--- config.mk ---
export PLATFORM = sky130hd
export DESIGN_NAME = testing_cpu_oci_dct_packer
export DESIGN_NICKNAME = d
export VERILOG_FILES = /design/src/rtl/testing_cpu_oci_pkg.sv /design/src/rtl/testing_cpu_oci_dct_packer.sv
export SDC_FILE = /design/constraint.sdc
export NUM_CORES = 1
export LEC_CHECK = 0
export ABC_AREA = 1
export BUFFER_PORTS_ARGS = -buffer_cell sky130_fd_sc_hd__clkbuf_2
export CAP_MARGIN = 25
export CORE_MARGIN = 2
export CORE_UTILIZATION = 40
export DETAILED_ROUTE_END_ITERATION = 16
export PLACE_DENSITY = 0.61
export SYNTH_ARGS = -nofsm -noshare
export SYNTH_HDL_FRONTEND = slang
export SYNTH_SLANG_ARGS = --single-unit
--- constraint.sdc ---
create_clock -name clk -period 2.3 [get_ports clk]
set_clock_uncertainty 0.15 [all_clocks]
set_input_delay 0.23 -clock clk [delete_from_list [all_inputs] [get_ports clk]]
set_output_delay 0.23 -clock clk [all_outputs]
set_load 0.01 [all_outputs]
--- src/rtl/testing_cpu_oci_pkg.sv ---
// Shared types and constants for the OCI data-trace atom packer.
// Word geometry, FSM state encoding and a slot-insert helper.
`timescale 1ns/1ps
package testing_cpu_oci_pkg;

   localparam int ATOM_W = 2;
   localparam int SLOTS  = 15;
   localparam int DCT_W  = ATOM_W * SLOTS;
   localparam int CNT_W  = 4;

   localparam logic [CNT_W-1:0] LAST_SLOT  = CNT_W'(SLOTS - 1);
   localparam logic [CNT_W-1:0] FULL_COUNT = CNT_W'(SLOTS);

   typedef enum logic [1:0] {
      FILL  = 2'd0,
      FLUSH = 2'd1,
      DRAIN = 2'd2,
      ENDED = 2'd3
   } dct_state_t;

   // Returns word with the atom written into the given slot; slot 0 sits in the LSBs.
   function automatic logic [DCT_W-1:0] put_atom(input logic [DCT_W-1:0]  word,
                                                 input logic [CNT_W-1:0]  slot,
                                                 input logic [ATOM_W-1:0] code);
      logic [DCT_W-1:0] res;
      res = word;
      for (int k = 0; k < SLOTS; k++) begin
         if (slot == CNT_W'(k)) res[ATOM_W*k +: ATOM_W] = code;
      end
      return res;
   endfunction

endpackage

--- src/rtl/testing_cpu_oci_dct_packer.sv ---
// Packs 2-bit trace atoms into 15-slot words for the OCI trace consumer and
// flushes the partial word on end-of-test before raising test_has_ended.
`timescale 1ns/1ps
module testing_cpu_oci_dct_packer
   import testing_cpu_oci_pkg::*;
(
   input  logic              clk,
   input  logic              reset,
   input  logic              atm_valid,
   input  logic [ATOM_W-1:0] atm_code,
   output logic              atm_ready,
   input  logic              test_ending_in,
   input  logic              dct_ready,
   output logic              dct_valid,
   output logic [DCT_W-1:0]  dct_buffer,
   output logic [CNT_W-1:0]  dct_count,
   output logic              test_ending,
   output logic              test_has_ended
);

   dct_state_t       state, state_next;
   logic [DCT_W-1:0] acc, acc_next;
   logic [CNT_W-1:0] acc_cnt, acc_cnt_next;
   logic             free;
   logic             accept;
   logic             load;
   logic [DCT_W-1:0] load_buf;
   logic [CNT_W-1:0] load_cnt;
   logic             ending_next;
   logic             ended_next;

   // The output register can take a new word if empty or being consumed now.
   assign free      = !dct_valid || dct_ready;
   assign atm_ready = !reset && (state == FILL) && ((acc_cnt < LAST_SLOT) || free);
   assign accept    = atm_valid && atm_ready;

   always_comb begin
      // NOTE: every output of this block gets a default first, so no path infers a latch.
      state_next   = state;
      acc_next     = acc;
      acc_cnt_next = acc_cnt;
      load         = 1'b0;
      load_buf     = '0;
      load_cnt     = '0;
      ending_next  = test_ending;
      ended_next   = test_has_ended;

      case (state)
         FILL: begin
            if (accept) begin
               if (acc_cnt == LAST_SLOT) begin
                  load         = 1'b1;
                  load_buf     = put_atom(acc, acc_cnt, atm_code);
                  load_cnt     = FULL_COUNT;
                  acc_next     = '0;
                  acc_cnt_next = '0;
               end else begin
                  acc_next     = put_atom(acc, acc_cnt, atm_code);
                  acc_cnt_next = acc_cnt + 1'b1;
               end
            end
            // A same-cycle atom is already folded into acc_next, so the flush sees it.
            if (test_ending_in) begin
               ending_next = 1'b1;
               state_next  = FLUSH;
            end
         end
         FLUSH: begin
            if (free) begin
               if (acc_cnt != '0) begin
                  load         = 1'b1;
                  load_buf     = acc;
                  load_cnt     = acc_cnt;
                  acc_next     = '0;
                  acc_cnt_next = '0;
               end
               state_next = DRAIN;
            end
         end
         DRAIN: begin
            if (free) begin
               ended_next = 1'b1;
               state_next = ENDED;
            end
         end
         ENDED: begin
            state_next = ENDED;
         end
         default: begin
            state_next = FILL;
         end
      endcase
   end

   always_ff @(posedge clk) begin
      // NOTE: sequential state uses non-blocking assignments so all registers update together.
      if (reset) begin
         state          <= FILL;
         acc            <= '0;
         acc_cnt        <= '0;
         dct_valid      <= 1'b0;
         dct_buffer     <= '0;
         dct_count      <= '0;
         test_ending    <= 1'b0;
         test_has_ended <= 1'b0;
      end else begin
         state          <= state_next;
         acc            <= acc_next;
         acc_cnt        <= acc_cnt_next;
         test_ending    <= ending_next;
         test_has_ended <= ended_next;
         // A load only happens when free, so it may overwrite a word consumed this cycle.
         if (load) begin
            dct_valid  <= 1'b1;
            dct_buffer <= load_buf;
            dct_count  <= load_cnt;
         end else if (dct_valid && dct_ready) begin
            dct_valid  <= 1'b0;
            dct_buffer <= '0;
            dct_count  <= '0;
         end
      end
   end

endmodule

# After elaboration in Yosys (flattened, before gate mapping)
# Cells that the tools add are included.
# W data, S select, Z words.
[word_totals]
reg_bits = 73
input_bits = 7
output_inout_bits = 38
wordCells = 101
[op_classes]
n_addsub = 1
order_cmp = 1
eq_ne = 23
muxes = 49
reduce_logical = 18
[ops]
columns = ["cell", "n"]
rows = [
  ["$mux W30", 10],
  ["$pmux W30 S2", 2],
  ["$mux W4", 10],
  ["$mux W2", 17],
  ["$eq A4 B4 Y1 const B", 7],
  ["$eq A4 B3 Y1 const B", 4],
  ["$pmux W4 S2", 2],
  ["$ne A2 B2 Y1 const B", 5],
  ["$eq A4 B2 Y1 const B", 2],
  ["$pmux W2 S4", 1],
  ["$mux W1", 6],
  ["$reduce_and A5 Y1", 1],
  ["$add A4 B1 Y4 const B", 1],
  ["$eq A2 B2 Y1 const B", 2],
  ["$eq A4 B1 Y1 const B", 1],
  ["$logic_and A1 B1 Y1", 4],
  ["$logic_not A4 Y1", 1],
  ["$lt A4 B4 Y1 const B", 1],
  ["$reduce_and A2 Y1", 2],
  ["$reduce_and A4 Y1", 1],
  ["$reduce_bool A2 Y1", 2],
  ["$reduce_bool A4 Y1", 1],
  ["$reduce_and A3 Y1", 1],
  ["$eq A2 B1 Y1 const B", 1],
  ["other kinds (5)", 7],
]

# Logic depth before layout (Yosys ltp)
[logic_depth]
depth_word = 8
mapped_depth = 12
ltp_nobuf = 10

# Worst setup path after synthesis
# Ideal clock, no wire load.
[synth_timing]
kind = "reg2reg"
start = "register acc_cnt[1]"
end = "register acc[10]"
setup_time_ns = 0.132
arrival_time_ns = 1.342
slack_ns = 0.675
stages_incl_launch_ff = 11
path_buffers = 3
period_less_slack_ns = 1.625
path_cell_list = "dfxtp_1 -> buf_2 -> nand2_1 -> nor2_4 -> inv_2 -> nand2_2 -> inv_2 -> buf_2 -> buf_6 -> nand3b_1 -> a21oi_1"
[synth_via]
elab_chain_len = 6
word_cells_on_any_way = 14
classes_between = "order compare: 1; eq/ne: 4; mux: 4; reduce/logical: 5"
[synth_lines]
columns = ["item", "line_no", "text"]
rows = [
  ["start, declared", "testing_cpu_oci_dct_packer.sv:23", "logic [CNT_W-1:0] acc_cnt, acc_cnt_next;"],
  ["start signal, assigned", "testing_cpu_oci_dct_packer.sv:109", "acc_cnt <= acc_cnt_next;"],
  ["$lt A4 B4 Y1", "testing_cpu_oci_dct_packer.sv:34", "assign atm_ready = !reset && (state == FILL) && ((acc_cnt < LAST_SLOT) || free);"],
  ["$logic_or A1 B1 Y1", "testing_cpu_oci_dct_packer.sv:34", ""],
  ["$logic_and A1 B1 Y1", "testing_cpu_oci_dct_packer.sv:34", ""],
  ["$logic_and A1 B1 Y1", "testing_cpu_oci_dct_packer.sv:35", "assign accept = atm_valid && atm_ready;"],
  ["$ne A2 B2 Y1 (no source line)", "-", ""],
  ["$reduce_and A4 Y1 (no source line)", "-", ""],
  ["end signal, assigned", "testing_cpu_oci_dct_packer.sv:108", "acc <= acc_next;"],
  ["end, declared", "testing_cpu_oci_dct_packer.sv:22", "logic [DCT_W-1:0] acc, acc_next;"],
]
# Several ways; a longest one is shown, not always the timed one. The select of a mux whose other input is x is not followed.
# A chain may end at the register's enable or synchronous reset.

# Worst setup path in the final report
[layout_timing]
start = "register acc_cnt[1]"
end = "register dct_buffer[14]"
[layout_via]
elab_chain_len = 7
word_cells_on_any_way = 20
classes_between = "order compare: 1; eq/ne: 2; mux: 12; reduce/logical: 5"
[layout_lines]
columns = ["item", "line_no", "text"]
rows = [
  ["$lt A4 B4 Y1", "testing_cpu_oci_dct_packer.sv:34", ""],
  ["$logic_or A1 B1 Y1", "testing_cpu_oci_dct_packer.sv:34", ""],
  ["$logic_and A1 B1 Y1", "testing_cpu_oci_dct_packer.sv:34", ""],
  ["$logic_and A1 B1 Y1", "testing_cpu_oci_dct_packer.sv:35", ""],
  ["$mux W30 or $mux W1 (tied branches)", "testing_cpu_oci_dct_packer.sv:50", "if (accept) begin"],
  ["$pmux W30 S2 or $pmux W1 S2 (tied branches)", "testing_cpu_oci_dct_packer.sv:48", "case (state)"],
  ["$mux W30 or $reduce_bool A2 Y1 (tied branches)", "-", ""],
  ["end signal, assigned", "testing_cpu_oci_dct_packer.sv:115", "dct_buffer <= load_buf;"],
  ["end, declared", "testing_cpu_oci_dct_packer.sv:15", "output logic [DCT_W-1:0] dct_buffer,"],
]
# Several ways; a longest one is shown, not always the timed one.

==> flow_summary.json <==
{
  "grt_max_degree": 68,
  "dp_slack_ps": 274,
  "start_util_pct": 41.3,
  "ios": 45,
  "grt_setup_unrepaired": "no",
  "ys_ff_latch": 71,
  "worstSkewPairLatency_ps": 350,
  "arrival_ps": 2100,
  "globalplace.congestion": 0.782,
  "slew_headroom_pct": 49.2,
  "seqPwrFrac_pct": 47.6,
  "hold_viol_final": 0,
  "syn2layout_area_growth_pct": 13.7,
  "total_power_uw": 2650,
  "fin_crit_sh_pct": 89.1,
  "netlist_instances": 575,
  "cts.htree.levels": 3,
  "std_cell_rows": 35,
  "dpl.cell_count": 721,
  "track_usage_pct": 20.4,
  "dieArea_sq_um": 10300,
  "viasPerCell": 5.21,
  "drtPass1Iterations": 5,
  "status": "finished clean",
  "die_x_microns": 102,
  "routed_wl_microns": 10000,
  "cts_tree": "yes",
  "worstMarginPinSlew_ps": 762,
  "p_per_area_nw_per_um2": 611,
  "swShare_pct": 26.3,
  "comb_power_share_pct": 9.9,
  "final_max_slew_viol_count": 0,
  "diodes": 0,
  "power.leakage_uw": 0.00159,
  "num_vias": 3849,
  "drt_iter0_markers": 202,
  "core_region_area_sq_um": 9240,
  "finalSetupViolations": 0,
  "grt_pass1_wl_microns": 16900,
  "syn_area_per_cell_sq_um": 6.63,
  "final.fill_count": 964,
  "clkTransAtPathRegs_ps": 80,
  "p_int_uw": 1950,
  "port-buffer-count": 44,
  "nets": 612,
  "setup_slack_ps": 251,
  "setup.worst_path.start_class": "register",
  "crit_path_max_fanout": 35,
  "end_kind": "register",
  "finalNonFillerCells": 739,
  "drive_gt1_share_pct": 14.8,
  "required_ps": 2350,
  "cts_resized": 0,
  "min_period_ps": 2050,
  "syn_area_sq_um": 3810,
  "syn_nets": 582,
  "clock.fmax_ghz": 0.488,
  "die_y_microns": 102,
  "grt_antenna_before_repair": 0,
  "first_global_vias": 3647,
  "cts_buffers": 9,
  "wire_per_inst_microns": 13.6,
  "cap_violations": 0,
  "p_switching_uw": 697,
  "drc": 0,
  "dp_hpwl_microns": 6440,
  "antenna_left": 0,
  "yosysWarnings": 0,
  "clock-root-buffer": "clkbuf_8",
  "p_clk_share_pct": 42.5,
  "clockBufferDepth": 2,
  "clock-sinks": 71,
  "tns_ps": 0,
  "critPathKind": "reg -> reg",
  "ys_seq_area_share_pct": 37.3,
  "max-vdd-ir-drop_mv": 0.238,
  "grt_overflow": 0,
  "hold_class": "in -> reg",
  "ys_types": 26
}
routing by layer:
metal,vias up,track usage [%],wire length [microns]
li1,1955,-,-
met1,1822,25.8,4750
met2,64,35.7,4870
met3,8,2.76,324
met4,0,6.65,94
met5,-,0,0
synth_stat cells:
cell type    n  area [sq um]
nand2_1    113           424
nor2_1      93           349
dfxtp_1     71          1420
a21oi_1     65           325
nand3_1     61           305
inv_1       42           158
nand4_1     37           231
nand3b_1    25           188
buf_2       21           105
clkbuf_1    13          48.8
o21ai_0      6          30.0
buf_6        4          45.0
inv_2        4          15.0
nand2_2      3          18.8
nor2_4       3          33.8
buf_4        2          15.0
nand3_4      2          35.0
nor2_2       2          12.5
a211oi_1     1          7.51
and2_1       1          6.26
clkinv_1     1          3.75
clkinv_2     1          5.00
inv_4        1          6.26
nand2_4      1          11.3
o21ai_1      1          5.00
or2_2        1          6.26
power groups by stage:
stage / sequential [uW] / combinational [uW] / clock, uW
floorplan: 1280 / 196 / 0
global placement: 1290 / 256 / 0
detailed placement: 1290 / 258 / 0
CTS: 1260 / 262 / 1150
global route: 1260 / 289 / 1200
finish: 1260 / 261 / 1130
state kept, by name, indices dropped and copies added, names as in the netlist:
signal and count:
dct_buffer 30, acc 28, acc_cnt 4, dct_count 4
state 2, dct_valid 1, test_ending 1, test_has_ended 1
area by class of cell:
cell class	count	area [sq um]	share of cell area (%)
multi-input cells	415	1990	45.9
repair buffers	59	350	8.09
flip-flops and latches	71	1420	32.8
clock inverters	5	81.3	1.88
clock buffers	11	141	3.26
inverters	49	188	4.33
well taps	129	161	3.73
per-stage QoR:
step	instance area [sq um]	hold WS, ps	utilization, %
3_5_place_dp	4090	305	44.3
2_1_floorplan	3810	225	-
6_report	4330	15.5	46.9
5_1_grt	4330	20.3	46.9
4_1_cts	4330	13.0	46.9
3_3_place_gp	4090	301	44.3
critical path: stages, from the launching register on:
cell and delay [ps]:
dfxtp_1 420, nor2_4 280, nand2_1 190, nand2_2 150, buf_4 370, nor2_1 70
nor2_1 170, a21oi_1 90
cell usage in the layout, fill, tap and decap left out, types with 2 or more instances in the layout:
master	n
a21oi_1	65
buf_4	12
bufinv_16	2
clkbuf_2	44
clkbuf_8	10
clkinv_2	2
dfxtp_1	71
dlygate4sd3_1	2
inv_1	42
inv_2	4
nand2_1	113
nand2_2	3
nand3_1	61
nand3_4	2
nand3b_1	25
nand4_1	37
nor2_1	93
nor2_2	2
nor2_4	3
o21ai_0	6
worst paths after layout:
kind / start / end / slack, ps / cells after the start
worst min register to register: acc[7]$_SDFFE_PP0P_ / acc[7]$_SDFFE_PP0P_ / 320 / 2
worst max-delay path: acc_cnt[1]$_SDFFE_PP0P_ / dct_buffer[14]$_SDFFE_PP0P_ / 250 / 7
worst max register to register: acc_cnt[1]$_SDFFE_PP0P_ / dct_buffer[14]$_SDFFE_PP0P_ / 250 / 7
worst min-delay path: atm_code[0] / dct_buffer[28]$_SDFFE_PP0P_ / 20 / 3
cells by family after synthesis:
group           after synthesis  share of synthesized area (%)
compound gates               73                           9.65
buf+inv                      89                           10.5
flops                        71                           37.3
simple gates                342                           42.5
repair_timing:
action	CTS	global route
hold buffers	2	0
setup buffers	0	0
hold endpoints to repair	2	0
(Power assumes the default switching activity.)
